File: config.mk
export PLATFORM = sky130hd
export DESIGN_NAME = rgb2gray_stream
export DESIGN_NICKNAME = d
export VERILOG_FILES = /design/src/rtl/rgb2gray_pkg.sv /design/src/rtl/rgb2gray_lane.sv /design/src/rtl/rgb2gray_stream.sv
export SDC_FILE = /design/constraint.sdc
export NUM_CORES = 1
export LEC_CHECK = 0
export BUFFER_PORTS_ARGS = -buffer_cell sky130_fd_sc_hd__buf_2
export CELL_PAD_IN_SITES_DETAIL_PLACEMENT = 1
export CELL_PAD_IN_SITES_GLOBAL_PLACEMENT = 2
export CORE_MARGIN = 1.5
export CORE_UTILIZATION = 45
export CTS_BUF_LIST = sky130_fd_sc_hd__clkbuf_2
export DETAILED_ROUTE_END_ITERATION = 8
export PLACE_DENSITY_LB_ADDON = 0.1
export SLEW_MARGIN = 0
export SYNTH_ARGS = -nofsm -noshare
export SYNTH_HDL_FRONTEND = slang
export SYNTH_SLANG_ARGS = --single-unit
export TNS_END_PERCENT = 100
File: constraint.sdc
create_clock -name clk -period 17.5 [get_ports clk]
set_clock_uncertainty 0.15 [all_clocks]
set_input_delay 0.875 -clock clk [delete_from_list [all_inputs] [get_ports clk]]
set_output_delay 0.875 -clock clk [all_outputs]
set_load 0.03 [all_outputs]
File: src/rtl/rgb2gray_pkg.sv
// Shared constants and types for the RGB-to-gray streaming converter.
package rgb2gray_pkg;

    localparam int unsigned DEF_PIX_W  = 8;
    localparam int unsigned DEF_COEF_W = 16;

    // Default luma weights, unsigned Q0.16: 0.299 / 0.587 / 0.114.
    localparam logic [15:0] DEF_COEF_R = 16'h4C8B;
    localparam logic [15:0] DEF_COEF_G = 16'h9646;
    localparam logic [15:0] DEF_COEF_B = 16'h1D2F;

    // Coefficient update sequencing.
    typedef enum logic [1:0] {
        StRun,
        StDrain,
        StLoad
    } cfg_state_e;

    // Width of one colour*coefficient product.
    function automatic int unsigned prod_w(input int unsigned pix_w, input int unsigned coef_w);
        return pix_w + coef_w;
    endfunction

    // Width of the three-product sum plus rounding constant.
    function automatic int unsigned sum_w(input int unsigned pix_w, input int unsigned coef_w);
        return pix_w + coef_w + 2;
    endfunction

endpackage

File: src/rtl/rgb2gray_lane.sv
// One lane of the gray datapath: multiply (S1), sum+round (S2), shift+saturate (S3).
// All stages advance together on en; valid tracking lives in the parent.
module rgb2gray_lane
    import rgb2gray_pkg::*;
#(
    parameter int unsigned PIX_W  = DEF_PIX_W,
    parameter int unsigned COEF_W = DEF_COEF_W
) (
    input  logic                 clk,
    input  logic                 rst,
    input  logic                 en,
    input  logic [3*PIX_W-1:0]   rgb,
    input  logic [COEF_W-1:0]    coef_r,
    input  logic [COEF_W-1:0]    coef_g,
    input  logic [COEF_W-1:0]    coef_b,
    output logic [PIX_W-1:0]     gray
);

    localparam int unsigned ProdW = prod_w(PIX_W, COEF_W);
    localparam int unsigned SumW  = sum_w(PIX_W, COEF_W);
    localparam int unsigned ShW   = SumW - COEF_W;
    localparam logic [SumW-1:0] RoundK = SumW'(1) << (COEF_W - 1);

    logic [ProdW-1:0] prod_r_d, prod_g_d, prod_b_d;
    logic [ProdW-1:0] prod_r_q, prod_g_q, prod_b_q;
    logic [SumW-1:0]  sum_d, sum_q;
    logic [ShW-1:0]   shifted;
    logic [PIX_W-1:0] gray_d, gray_q;

    // Next-state for all three stages.
    always_comb begin
        prod_r_d = ProdW'(rgb[3*PIX_W-1 -: PIX_W]) * ProdW'(coef_r);
        prod_g_d = ProdW'(rgb[2*PIX_W-1 -: PIX_W]) * ProdW'(coef_g);
        prod_b_d = ProdW'(rgb[PIX_W-1:0]) * ProdW'(coef_b);
        sum_d    = SumW'(prod_r_q) + SumW'(prod_g_q) + SumW'(prod_b_q) + RoundK;
        shifted  = ShW'(sum_q >> COEF_W);
        // Coefficients may sum above 1.0, so the integer part can exceed PIX_W bits.
        gray_d   = (|shifted[ShW-1:PIX_W]) ? '1 : shifted[PIX_W-1:0];
    end

    // Pipeline registers, frozen while the output is stalled.
    always_ff @(posedge clk or posedge rst) begin
        if (rst) begin
            prod_r_q <= '0;
            prod_g_q <= '0;
            prod_b_q <= '0;
            sum_q    <= '0;
            gray_q   <= '0;
        end else if (en) begin
            prod_r_q <= prod_r_d;
            prod_g_q <= prod_g_d;
            prod_b_q <= prod_b_d;
            sum_q    <= sum_d;
            gray_q   <= gray_d;
        end
    end

    assign gray = gray_q;

endmodule

File: src/rtl/rgb2gray_stream.sv
// Multi-lane RGB-to-gray stream converter with valid/ready, last propagation and
// programmable coefficients applied only once the pipeline has drained.
// Optional frame statistics outputs when RGB2GRAY_STREAM_STATS_EN is defined.
module rgb2gray_stream
    import rgb2gray_pkg::*;
#(
    parameter int unsigned       PIX_W      = DEF_PIX_W,
    parameter int unsigned       COEF_W     = DEF_COEF_W,
    parameter int unsigned       LANES      = 1,
    parameter logic [COEF_W-1:0] RST_COEF_R = DEF_COEF_R,
    parameter logic [COEF_W-1:0] RST_COEF_G = DEF_COEF_G,
    parameter logic [COEF_W-1:0] RST_COEF_B = DEF_COEF_B
) (
    input  logic                     clk,
    input  logic                     rst,
    input  logic                     in_valid,
    output logic                     in_ready,
    input  logic                     in_last,
    input  logic [LANES*3*PIX_W-1:0] in_rgb,
    output logic                     out_valid,
    input  logic                     out_ready,
    output logic                     out_last,
    output logic [LANES*PIX_W-1:0]   out_gray,
    input  logic                     cfg_we,
    input  logic [3*COEF_W-1:0]      cfg_coef,
    output logic                     cfg_busy
`ifdef RGB2GRAY_STREAM_STATS_EN
    ,
    output logic [31:0]              stat_pix_cnt,
    output logic [PIX_W-1:0]         stat_gray_max,
    output logic [PIX_W-1:0]         stat_gray_min,
    output logic                     stat_valid
`endif
);

    logic en, accept;
    logic s1_valid_q, s2_valid_q, s3_valid_q;
    logic s1_last_q, s2_last_q, s3_last_q;

    cfg_state_e          state_q;
    logic                cfg_busy_q;
    logic [3*COEF_W-1:0] pend_q, load_coef;
    logic [COEF_W-1:0]   coef_r_q, coef_g_q, coef_b_q;

    assign en       = !s3_valid_q || out_ready;
    assign in_ready = en && (state_q == StRun);
    assign accept   = in_valid && in_ready;

    // A write arriving in the LOAD cycle still wins over the older pending value.
    assign load_coef = cfg_we ? cfg_coef : pend_q;

    // Valid/last shift alongside the lane datapath.
    always_ff @(posedge clk or posedge rst) begin
        if (rst) begin
            s1_valid_q <= 1'b0;
            s2_valid_q <= 1'b0;
            s3_valid_q <= 1'b0;
            s1_last_q  <= 1'b0;
            s2_last_q  <= 1'b0;
            s3_last_q  <= 1'b0;
        end else if (en) begin
            s1_valid_q <= accept;
            s1_last_q  <= accept && in_last;
            s2_valid_q <= s1_valid_q;
            s2_last_q  <= s1_last_q;
            s3_valid_q <= s2_valid_q;
            s3_last_q  <= s2_last_q;
        end
    end

    // Config FSM: latch pending, drain in-flight beats, then swap coefficients.
    always_ff @(posedge clk or posedge rst) begin
        if (rst) begin
            state_q    <= StRun;
            cfg_busy_q <= 1'b0;
            pend_q     <= {RST_COEF_R, RST_COEF_G, RST_COEF_B};
            coef_r_q   <= RST_COEF_R;
            coef_g_q   <= RST_COEF_G;
            coef_b_q   <= RST_COEF_B;
        end else begin
            unique case (state_q)
                StRun: begin
                    if (cfg_we) begin
                        pend_q     <= cfg_coef;
                        state_q    <= StDrain;
                        cfg_busy_q <= 1'b1;
                    end
                end
                StDrain: begin
                    if (cfg_we) pend_q <= cfg_coef;
                    if (!s1_valid_q && !s2_valid_q && !s3_valid_q) state_q <= StLoad;
                end
                StLoad: begin
                    pend_q     <= load_coef;
                    coef_r_q   <= load_coef[3*COEF_W-1 -: COEF_W];
                    coef_g_q   <= load_coef[2*COEF_W-1 -: COEF_W];
                    coef_b_q   <= load_coef[COEF_W-1:0];
                    state_q    <= StRun;
                    cfg_busy_q <= 1'b0;
                end
                default: state_q <= StRun;
            endcase
        end
    end

    for (genvar k = 0; k < LANES; k++) begin : g_lane
        rgb2gray_lane #(
            .PIX_W  (PIX_W),
            .COEF_W (COEF_W)
        ) u_lane (
            .clk    (clk),
            .rst    (rst),
            .en     (en),
            .rgb    (in_rgb[k*3*PIX_W +: 3*PIX_W]),
            .coef_r (coef_r_q),
            .coef_g (coef_g_q),
            .coef_b (coef_b_q),
            .gray   (out_gray[k*PIX_W +: PIX_W])
        );
    end

    assign out_valid = s3_valid_q;
    assign out_last  = s3_last_q;
    assign cfg_busy  = cfg_busy_q;

`ifdef RGB2GRAY_STREAM_STATS_EN
    logic             out_xfer;
    logic [PIX_W-1:0] beat_max, beat_min, base_max, base_min;
    logic [31:0]      base_cnt;
    logic [31:0]      cnt_q;
    logic [PIX_W-1:0] max_q, min_q;
    logic             stat_valid_q;

    assign out_xfer = s3_valid_q && out_ready;

    // Per-beat extremes, and accumulators restarted the cycle after a frame report.
    always_comb begin
        beat_max = '0;
        beat_min = '1;
        for (int k = 0; k < LANES; k++) begin
            if (out_gray[k*PIX_W +: PIX_W] > beat_max) beat_max = out_gray[k*PIX_W +: PIX_W];
            if (out_gray[k*PIX_W +: PIX_W] < beat_min) beat_min = out_gray[k*PIX_W +: PIX_W];
        end
        base_cnt = stat_valid_q ? '0 : cnt_q;
        base_max = stat_valid_q ? '0 : max_q;
        base_min = stat_valid_q ? '1 : min_q;
    end

    // Frame accumulators; the totals are visible while stat_valid pulses.
    always_ff @(posedge clk or posedge rst) begin
        if (rst) begin
            cnt_q        <= '0;
            max_q        <= '0;
            min_q        <= '1;
            stat_valid_q <= 1'b0;
        end else begin
            stat_valid_q <= out_xfer && s3_last_q;
            if (out_xfer) begin
                cnt_q <= base_cnt + 32'(LANES);
                max_q <= (beat_max > base_max) ? beat_max : base_max;
                min_q <= (beat_min < base_min) ? beat_min : base_min;
            end else begin
                cnt_q <= base_cnt;
                max_q <= base_max;
                min_q <= base_min;
            end
        end
    end

    assign stat_pix_cnt  = cnt_q;
    assign stat_gray_max = max_q;
    assign stat_gray_min = min_q;
    assign stat_valid    = stat_valid_q;
`endif

endmodule
### Word level (Yosys, flattened, before mapping)

Cells that the tools add are included.

* flip-flop bits (word level): 211
* output and inout port bits: 12
* logic and storage cells: 49

* equality and inequality tests: 4
* multipliers: 3
* mux-type cells: 7
* add/subtract/negate cells: 3
* reduce and logical (&&, ||, !) cells: 15

Operators with widths (count)
* 8-bit by 16-bit multiplier with 24-bit output: 3
* 48-bit two-way mux: 1
* 26-bit by 16-bit adder with 26-bit output, second input constant: 1
* 26-bit by 24-bit adder with 26-bit output: 1
* 24-bit by 24-bit adder with 25-bit output: 1
* 8-bit two-way mux: 1
* 1-bit logical AND: 5
* 2-bit two-way mux: 2
* 2-bit != test, second input constant: 2
* 2-bit case mux with 2 select lines: 1
* 2-bit AND reduction: 2
* 1-bit zero test: 3
* 3-bit OR reduction: 1
* 2-bit by 1-bit equality test with 1-bit output, second input constant: 1
* 2-bit equality test, second input constant: 1
* 2-bit zero test: 1
* 1-bit case mux with 2 select lines: 1
* 2-bit nonzero test: 1
* 2-bit OR reduction: 1
* 1-bit logical OR: 1
* 1-bit two-way mux: 1

### Depth between registers and ports, before layout

Gate-level depths: netlist (run 1).

* depth after elaboration: 5
* depth in mapped cells: 19

### By module

A second synthesis (run 1) with hierarchy kept.

* cell total of the unflattened synthesis: 2060
* area, all modules: 21445.6 um2

Modules (own cells, without submodules)
* rgb2gray_lane: instances 1, cells each 1774, area each 16884.9 um2
* rgb2gray_stream: instances 1, cells each 286, area each 4560.6 um2

### Worst setup path after synthesis (run 1)

No wires, ideal clock.

* path kind: in2reg
* start: input port in_rgb[10]
* end: register g_lane[0].u_lane.prod_g_q[21]
* path slack: 12.241 ns
* stages: 17
* data arrival time: 5.022 ns
* cells stage by stage: clkbuf_1 > and2_1 > fa_1 > fa_1 > fa_1 > inv_1 > fa_1 > inv_1 > ha_1 > buf_6 > a21o_1 > a21o_1 > a2111oi_4 > nor3_1 > nand3b_4 > o2111a_1 > a211oi_2

* cells in the longest elaborated chain, start to end: 1

RTL lines
* start: declaration: line rgb2gray_stream.sv:19 `input logic [LANES*3*PIX_W-1:0] in_rgb,`
* 8-bit by 16-bit multiplier with 24-bit output: line rgb2gray_lane.sv:33 `prod_g_d = ProdW'(rgb[2*PIX_W-1 -: PIX_W]) * ProdW'(coef_g);`
* end signal: assignment: line rgb2gray_lane.sv:51 `prod_g_q <= prod_g_d;`
* end: declaration: line rgb2gray_lane.sv:25 `logic [ProdW-1:0] prod_r_q, prod_g_q, prod_b_q;`

Every way passes these cells.
A chain may end at the register's enable or synchronous reset.

### Worst setup path after layout (run 1)

* start: register coef_r_q[5]
* end: register g_lane[0].u_lane.prod_r_q[21]

* cells in the longest elaborated chain, start to end: 1

RTL lines
* start: declaration: line rgb2gray_stream.sv:43 `logic [COEF_W-1:0] coef_r_q, coef_g_q, coef_b_q;`
* start signal: assignment: line rgb2gray_stream.sv:95 `coef_r_q <= load_coef[3*COEF_W-1 -: COEF_W];`
* 8-bit by 16-bit multiplier with 24-bit output: line rgb2gray_lane.sv:32 `prod_r_d = ProdW'(rgb[3*PIX_W-1 -: PIX_W]) * ProdW'(coef_r);`
* end signal: assignment: line rgb2gray_lane.sv:50 `prod_r_q <= prod_r_d;`
* end: declaration: line rgb2gray_lane.sv:25

Every way passes these cells.

==> results.md, run 1 <==
- Number of DRC violations after detailed routing: 0
- Clk sinks: between 150 and 200
- CP Cell Sequence: nand2_1 > fa_1 > fa_1 > inv_1 > fa_1 > inv_1 > fa_1 > inv_1 > ha_1 > o21a_1 > o31a_1 > o2111ai_1 > a311oi_2 > a41o_1 > o2111ai_1 > o211ai_1
- Reg area: 4940 um2
- Highest attainable clock frequency: 0.193 GHz
- Worst setup slack before clock tree synthesis: 11.81 ns
- Starting density of the core: 45.8%
- Mapped Area: 22000 um2
- Final setup TNS: 0 ns
- Classification of the worst setup path: reg -> reg
- Number of flops mapped to enable cells by yosys: 0
- Number of warning messages in the yosys log: 0
- Hpwl dp: 46100 um
- Latest clock arrival within the worst-skew pair: 1.07 ns
- Fin worst setup slack: 12.31 ns
- Crit-path max FO: 9
- Arrival time of the worst setup path: 6.01 ns
- Seq cells post-synth: about 200
- WP data required: approximately 18 ns
- Number of CTS-inserted buffers: 17
- Row cnt: 80
- Number of standard cells after synthesis: about 2300
- Simple-gate share of the synthesized area: 17.9%
- Largest cells by area after synthesis: fa_1 23%, dfrtp_1 17%, ha_1 11%
- Final-stage net count: between 2000 and 3000
- Final worst path period need: around 5.2 ns
- Layout area overhead: 8.14%
- Synthesized netlist net count: ~2900
- Multi-input gate area in the final layout: 15600 um2
- Setup-violating endpoint count in the final report: 0
- Area fraction of the dominant cell type after synthesis: between 20% and 30%
- Most used cell, CP: fa_1
- Share of the synthesized area in compound gates (AO/OA/AOI/OAI): between 10% and 20%
- RSZ-0062 raised after global routing: false
- Post-detailed-route count of antenna-violating nets: 0
- First-pass GRT wire length: 96000 um
- Count of maximum capacitance violations: 0
- Top-level port count: 90
- CTS tree: built
- Seq/Total Area, Yosys: 22.4%
- Die outline height: 224 um
- Average wire per standard cell: 19.1 um
- Pin count of the biggest net entering global routing: 97
- Buffers added on ports: 89
- Layout cells sized above 1: 10.0%
- Multiplexer area fraction after synthesis: 4.73%
- Post-synthesis share of cell area spent on xor and xnor gates: 2.39%
- DIE WIDTH: 224 um
- Highest cell delay on the worst timing path: 0.66 ns
- Die Area: 50300 um2
- Leftover overflow at the end of global routing: 0
- Type of destination of the critical path: flop
- CP top delay family: adder cells
- Total routed wirelength: roughly 58000 um
- Buffers inserted during post-CTS setup optimization: 0
- Post-CTS clock slew at the launch and capture registers of the worst setup and hold paths: approximately 0.35 ns
- Clock Tree Root: clkbuf_2
- H-tree level count: 4
- Ys async rst share: 100%
- Cell taking the most area after synthesis: fa_1
- Max clock buf depth: 2
- Number of detailed-routing iterations run before antenna repair: 5
- Antenna violations before repair: 2
- Class of the most critical hold timing path: in -> reg
- Slew margin rel.: 39.3%
- Portion of the clock cycle consumed by the worst path in the final layout: 29.7%
- Number of global-route vias before repair: approximately 18000
- Hold violation count in the final report: 0
- Average footprint of a synthesized cell: 9.42 um2
- Global placement routability congestion: 0.847
- Synthesized-area fraction occupied by adder cells: 34.5%
- Via-per-instance ratio: 5.41
- Number of pins with negative max-slew slack in the final report: 0
- Worst Path Buf+Inv: 3
- GR Util All Layers: approximately a quarter
- Run status: finished clean
- Overall via count from detail_route: 16500
- Flip-flop cell with the highest count after synthesis: dfrtp_1
- Actual transition at the worst max-transition pin: 0.911 ns
- Area inside the core boundary: 48000 um2
- Drt first-iter violations: just over 700
- Synth unique cells: between 80 and 90
- Dominant combinational cell family by area after synthesis: adder cells
- Cell at the slowest stage of the critical path: dfrtp_1
- Fill cell total of the finished layout: 5545
- Startpoint types: flop
-- synth_stat cells, types with 10 or more instances --
cell and number:
and2_1 327, inv_1 312, fa_1 253, nand2_1 217, ha_1 202, dfrtp_1 149
a21oi_1 100, nor2_1 86, o21ai_0 83, clkbuf_1 62, mux2i_1 50, mux2_2 48
dfstp_2 46, nor3_1 32, o21ai_1 31, xnor2_1 31, xor2_1 29, nand3_1 27
a21o_1 25, a211oi_1 18, o21a_1 17, a31oi_1 14, buf_1 11, and3_1 10
-- worst reg2reg max path, stage by stage (launching register included) --
cell and delay, ns:
dfrtp_1 0.66, nand2_1 0.15, fa_1 0.54, fa_1 0.57, inv_1 0.05, fa_1 0.48
inv_1 0.06, fa_1 0.48, inv_1 0.07, ha_1 0.36, o21a_1 0.14, o31a_1 0.20
o2111ai_1 0.20, a311oi_2 0.39, a41o_1 0.35, o2111ai_1 0.13, o211ai_1 0.13
-- routing by layer --
metal	vias to the layer above	GRT usage [%]	part of all wire, %	routed length, um
met3	45	3.68	2.8	1620
met5	-	0	0	0
li1	7836	-	-	-
met4	0	5.61	1.5	857
met2	172	41.3	49	28700
met1	8484	32.7	47	27300
-- path summary, 6_finish.rpt --
check	start	endpoint	slack, ns	cells past startpoint
max	coef_r_q[5]	g_lane[0].u_lane.prod_r_q[21]	12.31	16
min	in_rgb[8]	g_lane[0].u_lane.prod_g_q[0]	0.12	3
max reg2reg	coef_r_q[5]	g_lane[0].u_lane.prod_r_q[21]	12.31	16
min reg2reg	s2_last_q	s2_last_q	0.38	2
max in group asynchronous	rst	g_lane[0].u_lane.prod_g_q[3]	14.97	5
min in group asynchronous	rst	pend_q[30]	0.17	3
-- what timing repair did --
action | CTS | global route
endpoints found under the hold margin | 173 | 0
endpoints found under the setup margin | 0 | 0
gates resized for setup | 0 | 0
hold buffers | 53 | 0
-- state kept, by name, indices dropped and copies added (netlist names) --
name	flops
g_lane.u_lane.prod_g_q	24
g_lane.u_lane.prod_b_q	24
state_q	2
pend_q	48
s2_last_q	1
out_valid	1
s1_valid_q	1
s2_valid_q	1
s1_last_q	1
coef_g_q	16
cfg_busy	1
coef_b_q	16
out_last	1
coef_r_q	16
g_lane.u_lane.sum_q	10
g_lane.u_lane.gray	8
g_lane.u_lane.prod_r_q	24
-- per-stage QoR --
stage | hold slack, ns | cell area (um2) | instances | util (%)
3_5_place_dp | 0.305 | 23000 | 2968 | 47.8
6_report | 0.125 | 23800 | 3057 | 49.6
3_3_place_gp | 0.305 | 23000 | 2968 | 47.8
5_1_grt | 0.0155 | 23800 | 3057 | 49.6
4_1_cts | 0.0146 | 23800 | 3053 | 49.5
2_1_floorplan | 0.289 | 22000 | 2338 | -
-- layout make-up --
class / instances / area share (%)
antenna: 4 / 0.0420
inverter: 313 / 4.96
sequential: 195 / 20.7
clock inverter: 15 / 0.904
tap: 615 / 3.23
clock buffer: 17 / 0.357
multi-input combinational: 1748 / 65.4
timing repair buffer: 150 / 4.35
-- cell families (layout without fill, tap and decap cells) --
logic type      after synthesis  after routing
other cells                   0              4
flops                       195            195
simple gates                755            755
xor+xnor                     60             60
mux                          98             98
buf+inv                     395            495
fa+ha+maj                   455            455
compound gates              380            380
-- layout by cell type (no fill, tap or decap), types with 50 or more instances in the layout --
cell and n:
ha_1 202, nor2_1 86, dlygate4sd3_1 53, o21ai_0 83, and2_1 327, mux2i_1 50
inv_1 311, dfrtp_1 149, fa_1 253, a21oi_1 100, nand2_1 216, buf_2 89
Power of run 1 is not shown: default switching activity piles up to over one toggle a cycle in this logic, so the estimate is an artifact.
==> inputs of run 2 (changes only) <==
- ABC_AREA: default -> 1
- CORE_UTILIZATION: 45 -> 34
- clock period: 17.5 -> 4.68 ns (I/O delays scaled with it)
==> run 2 against run 1 <==
Against the previous run:
- die area rose by 46%
- hold slack gained 0.033 ns
- largest cell class unchanged
- flip-flop and latch count is the same
==> results.md, run 2 <==
- Run status: finished clean
- Arrival time of the worst setup path: 5.29 ns
- Global placement routability congestion: ~0.86
- Slew margin rel.: a little under two fifths
- Layout cells sized above 1: 11.6%
- Count of maximum capacitance violations: 0
- Total routed wirelength: 78600 um
- Largest cells by area after synthesis: fa_1 21%, dfrtp_1 15%, nand2_1 15%
- First-pass GRT wire length: 127000 um
- Startpoint types: flop
- Largest Register: pend_q
- WP data required: about 5.5 ns
- Via-per-instance ratio: 4.74
- Cell taking the most area after synthesis: fa_1
- Area fraction of the dominant cell type after synthesis: 20.8%
- Synthesized netlist net count: approximately 4000
- Seq/Total Area, Yosys: 20.3%
- Most frequent standard cell in the layout excluding fill and tap cells: nand2_1
- Starting density of the core: 34.6%
- Clk sinks: 195
- Number of global-route vias before repair: 23500
- Fin worst setup slack: 0.173 ns
- Final-stage net count: between 4000 and 5000
- Number of DRC violations after detailed routing: 0
- Average footprint of a synthesized cell: 7.14 um2
- Max FFs per register: 48
- Final worst path period need: approximately 4.5 ns
- Actual transition at the worst max-transition pin: 0.946 ns
- GR Util All Layers: about 22%
- Clock Tree Root: clkbuf_2
- Average wire per standard cell: between 15 and 20 um
- Post-detailed-route count of antenna-violating nets: 0
- Synth unique cells: 42
- Portion of the clock cycle consumed by the worst path in the final layout: a little over nine tenths
- Class of the most critical hold timing path: in -> reg
- Highest attainable clock frequency: 0.222 GHz
- Row cnt: 97
- H-tree level count: 4
- Die outline height: roughly 270 um
- Multi-input gate area in the final layout: 16000 um2
- Synth top cells by count: 977 x nand2_1, 844 x inv_1, 253 x fa_1, 202 x ha_1, 193 x o21ai_0
- Layout area overhead: 14.9%
- Drt first-iter violations: between 800 and 900
- Mapped Area: 24300 um2
- Leftover overflow at the end of global routing: 0
- Latest clock arrival within the worst-skew pair: 1.05 ns
- Die Area: 73200 um2
- Post-CTS clock slew at the launch and capture registers of the worst setup and hold paths: 0.34 ns
- Crit-path max FO: 5
- Reg area: 4960 um2
- Type of destination of the critical path: flop
- Utilization after layout: approximately two fifths
- Hpwl dp: 63500 um
- DIE WIDTH: 271 um
- Number of pins with negative max-slew slack in the final report: 0
- Antenna violations before repair: 4
- Overall via count from detail_route: 21500
- CTS tree: built
- Top-level port count: 90
- Setup-violating endpoint count in the final report: 0
- Cell with the most instances after synthesis: nand2_1
- Flip-flop cell with the highest count after synthesis: dfrtp_1
- Most frequent cells in the layout: 971 x nand2_1, 842 x inv_1, 252 x fa_1
- Area inside the core boundary: a little over 70000 um2
- Hold violation count in the final report: 0
- Number of detailed-routing iterations run before antenna repair: 5
- Buffers added on ports: 89
- Number of standard cells after synthesis: 3408
- Worst setup slack before clock tree synthesis: -0.162 ns
- Max clock buf depth: 2
- Ys async rst share: 100%
- Number of flops mapped to enable cells by yosys: 0
- Number of warning messages in the yosys log: 0
- Fill cell total of the finished layout: 8910
- Seq cells post-synth: approximately 200
- Classification of the worst setup path: reg -> reg
- Number of CTS-inserted buffers: 17
- Pin count of the biggest net entering global routing: around 130
run 2: cell count changes in the layout (fill, tap and decap cells not counted), moves of 22 or more:
cell | previous run | this run
a21oi_2 | 0 | 22
and2_1 | 327 | 1
buf_4 | 8 | 76
dlygate4sd3_1 | 53 | 134
inv_1 | 311 | 842
mux2i_1 | 50 | 0
nand2_1 | 216 | 971
nand3_1 | 27 | 108
nand4_1 | 8 | 38
nor2_1 | 86 | 127
o21ai_0 | 83 | 182
xnor2_1 | 31 | 8
run 2: what timing repair did:
item,4_1_cts,5_1_grt
pin swaps,0,10
hold buffers,134,0
endpoints found under the hold margin,385,0
buffers inserted,13,32
resized for setup,7,109
setup endpoints to repair,10,43
run 2: layout make-up:
type	count	area share (%)
clock buffer	21	0.376
inverter	846	11.4
antenna	3	0.0268
tap	940	4.21
multi-input combinational	2226	57.3
clock inverter	11	0.353
timing repair buffer	304	8.63
sequential	195	17.7
run 2: cells by family after synthesis:
family / after synthesis / synth area share, %
adder cells (fa/ha/maj): 455 / 31.2
AND/OR/NAND/NOR: 1320 / 21.8
AO/OA/AOI/OAI: 378 / 8.23
buffers and inverters: 987 / 15.4
flip-flops: 195 / 20.3
multiplexers: 48 / 2.22
XOR/XNOR: 25 / 0.899
run 2: final timing paths:
check,from,to,slack [ns],cells past startpoint
max in group asynchronous,rst,coef_r_q[13],3.23,5
worst min-delay path,in_rgb[15],g_lane[0].u_lane.prod_g_q[23],0.16,9
worst max register to register,coef_g_q[6],g_lane[0].u_lane.prod_g_q[21],0.17,19
worst min register to register,pend_q[35],pend_q[35],0.36,2
min in group asynchronous,rst,pend_q[13],0.30,5
worst max-delay path,coef_g_q[6],g_lane[0].u_lane.prod_g_q[21],0.17,19
run 2: critical path: stages, from the launching register on:
cell	delay, ns
dfstp_2	0.63
buf_4	0.11
nand2_1	0.04
inv_1	0.08
fa_1	0.43
fa_1	0.51
fa_1	0.49
inv_1	0.05
fa_1	0.50
inv_1	0.05
ha_1	0.38
nand2_1	0.17
o21ai_0	0.34
nand2_1	0.10
nand2_1	0.08
nand2_1	0.07
nand3_1	0.07
nand2_1	0.06
nand3_1	0.08
nand2_1	0.06
run 2: stage by stage:
step | instance area [um2] | hold slack (ns) | setup TNS [ns] | std cells
after floorplan | 24300 | 0.205 | 0 | 3408
after global placement | 25700 | 0.310 | -0.189 | 4332
after detailed placement | 25700 | 0.317 | -0.277 | 4332
after CTS | 27400 | 0.00498 | 0 | 4511
after global routing | 28000 | 0.103 | -0.0357 | 4545
final | 28000 | 0.158 | 0 | 4546
run 2: layer usage:
layer / wire, um / global-route usage [%]
met1: 37400 / 29.7
met2: 37300 / 37.6
met3: 1810 / 2.28
met4: 2100 / 6.79
met5: 0 / 0
Power of run 2 is left out for the same reason.
==> inputs of run 3 (changes only) <==
==> constraint.sdc (replaced) <==
create_clock -name clk -period 4.68 [get_ports clk]
set_clock_uncertainty 0.15 [all_clocks]
set_input_delay 0 -clock clk [delete_from_list [all_inputs] [get_ports clk]]
set_output_delay 0 -clock clk [all_outputs]
set_load 0.03 [all_outputs]
==> run 3 against run 2 <==
Against the previous run:
- clock-buffer cell count down 4
- die area unchanged
- largest cell class unchanged
- critical path type unchanged
- hold slack worse by 0.014 ns
==> results.md, run 3 (synthesized netlist as in run 2, its figures left out) <==
- Antenna violations before repair: 4
- Latest clock arrival within the worst-skew pair: 1.11 ns
- Arrival time of the worst setup path: approximately 5.4 ns
- WP data required: 5.54 ns
- Multi-input gate area in the final layout: 16000 um2
- Buffers added on ports: 89
- Reg area: 4960 um2
- Slew margin rel.: 26.9%
- Max clock buf depth: 2
- Startpoint types: flop
- Starting density of the core: 34.6%
- Via-per-instance ratio: ~4.7
- H-tree level count: 4
- Top-level port count: 90
- Most frequent standard cell in the layout excluding fill and tap cells: nand2_1
- Die Area: between 70000 and 80000 um2
- Clk sinks: 195
- Area inside the core boundary: 70400 um2
- Final-stage net count: 4134
- Final worst path period need: 4.52 ns
- Met1 Usage GRT: 29.5%
- Global placement routability congestion: 0.889
- Actual transition at the worst max-transition pin: 1.09 ns
- CTS tree: built
- Total routed wirelength: 78500 um
- Count of maximum capacitance violations: 0
- First-pass GRT wire length: between 100000 and 150000 um
- Classification of the worst setup path: reg -> reg
- Met2 routing resource usage after global routing: roughly two fifths
- Met3 global-route usage: 2.76%
- Die outline height: about 270 um
- Number of DRC violations after detailed routing: 0
- Row cnt: 97
- Drt first-iter violations: slightly above 800
- Portion of the clock cycle consumed by the worst path in the final layout: 96.6%
- Number of CTS-inserted buffers: 17
- Hpwl dp: 63400 um
- Max FFs per register: 48
- Hold violation count in the final report: 0
- Type of destination of the critical path: flop
- Crit-path max FO: 7
- Layout cells sized above 1: 11.1%
- Fill cell total of the finished layout: 8805
- Number of detailed-routing iterations run before antenna repair: 5
- Post-route worst hold slack: 0.144 ns
- Leftover overflow at the end of global routing: 0
- Layout area overhead: 15.4%
- Setup-violating endpoint count in the final report: 0
- Largest Register: pend_q
- DIE WIDTH: 271 um
- Run status: finished clean
- Most frequent cells in the layout: 968 x nand2_1, 842 x inv_1, 251 x fa_1
- Post-CTS clock slew at the launch and capture registers of the worst setup and hold paths: about 0.4 ns
- RSZ-0062 raised after global routing: true
- Highest attainable clock frequency: 0.221 GHz
- Clock Tree Root: clkbuf_2
- GR Util All Layers: 22.3%
- Final setup TNS: 0 ns
- Pin count of the biggest net entering global routing: 99
- Average wire per standard cell: 17.2 um
- Overall via count from detail_route: 21500
- Post-detailed-route count of antenna-violating nets: 0
- Number of pins with negative max-slew slack in the final report: 0
- Class of the most critical hold timing path: in -> reg
- Global route hottest layer: met2
- Number of global-route vias before repair: about 24000
## run 3: timing repair
item | CTS | global route
setup buffers | 6 | 29
hold buffers | 157 | 0
pin swaps | 0 | 11
gates resized for setup | 2 | 103
endpoints found under the setup margin | 3 | 37
endpoints found under the hold margin | 389 | 0
## run 3: worst max-delay path, cell delays in order (launching register included)
cell and delay (ns):
dfstp_2 0.70, nand2_1 0.07, inv_1 0.08, fa_1 0.45
fa_1 0.51, fa_1 0.50, inv_1 0.05, fa_1 0.47
inv_1 0.04, ha_2 0.38, nand2_1 0.14, o21ai_0 0.31
nand2_1 0.11, nand2_1 0.08, nand2_1 0.06, nand3_1 0.07
nand2_1 0.06, nand3_1 0.12, nand2_1 0.06
## run 3: cell type report
class | count | share of cell area (%)
Clock buffer | 17 | 0.303
Multi-Input combinational cell | 2226 | 56.9
Timing Repair Buffer | 315 | 9.13
Tap cell | 940 | 4.19
Sequential cell | 195 | 17.6
Antenna cell | 3 | 0.0267
Clock inverter | 15 | 0.450
Inverter | 846 | 11.3
## run 3: path summary, 6_finish.rpt
kind,start,endpoint,slack (ns),depth (start not counted)
worst max-delay path,coef_b_q[5],g_lane[0].u_lane.prod_b_q[22],0.16,18
worst min-delay path,in_rgb[6],g_lane[0].u_lane.prod_b_q[23],0.14,10
worst max register to register,coef_b_q[5],g_lane[0].u_lane.prod_b_q[22],0.16,18
worst min register to register,pend_q[31],pend_q[31],0.37,2
max in group asynchronous,rst,g_lane[0].u_lane.prod_g_q[18],2.84,7
min in group asynchronous,rst,coef_b_q[6],0.51,6
## run 3: layer usage
metal,routed length [um],vias to the layer above
li1,-,10600
met1,37200,10600
met2,37500,255
met3,2120,73
met4,1770,0
met5,0,-
## run 3: per-stage QoR
| stage | setup WS [ns] | util [%] | cells | area [um2] |
|---|---|---|---|---|
| after CTS | 0.00528 | 39.1 | 4525 | 27500 |
| after global placement | -0.0195 | 36.5 | 4330 | 25700 |
| after global routing | -0.0689 | 39.9 | 4557 | 28100 |
| final | 0.158 | 39.9 | 4557 | 28100 |
| after floorplan | 0.412 | - | 3408 | 24300 |
| after detailed placement | -0.0794 | 36.5 | 4330 | 25700 |
Power of run 3 is left out for the same reason.
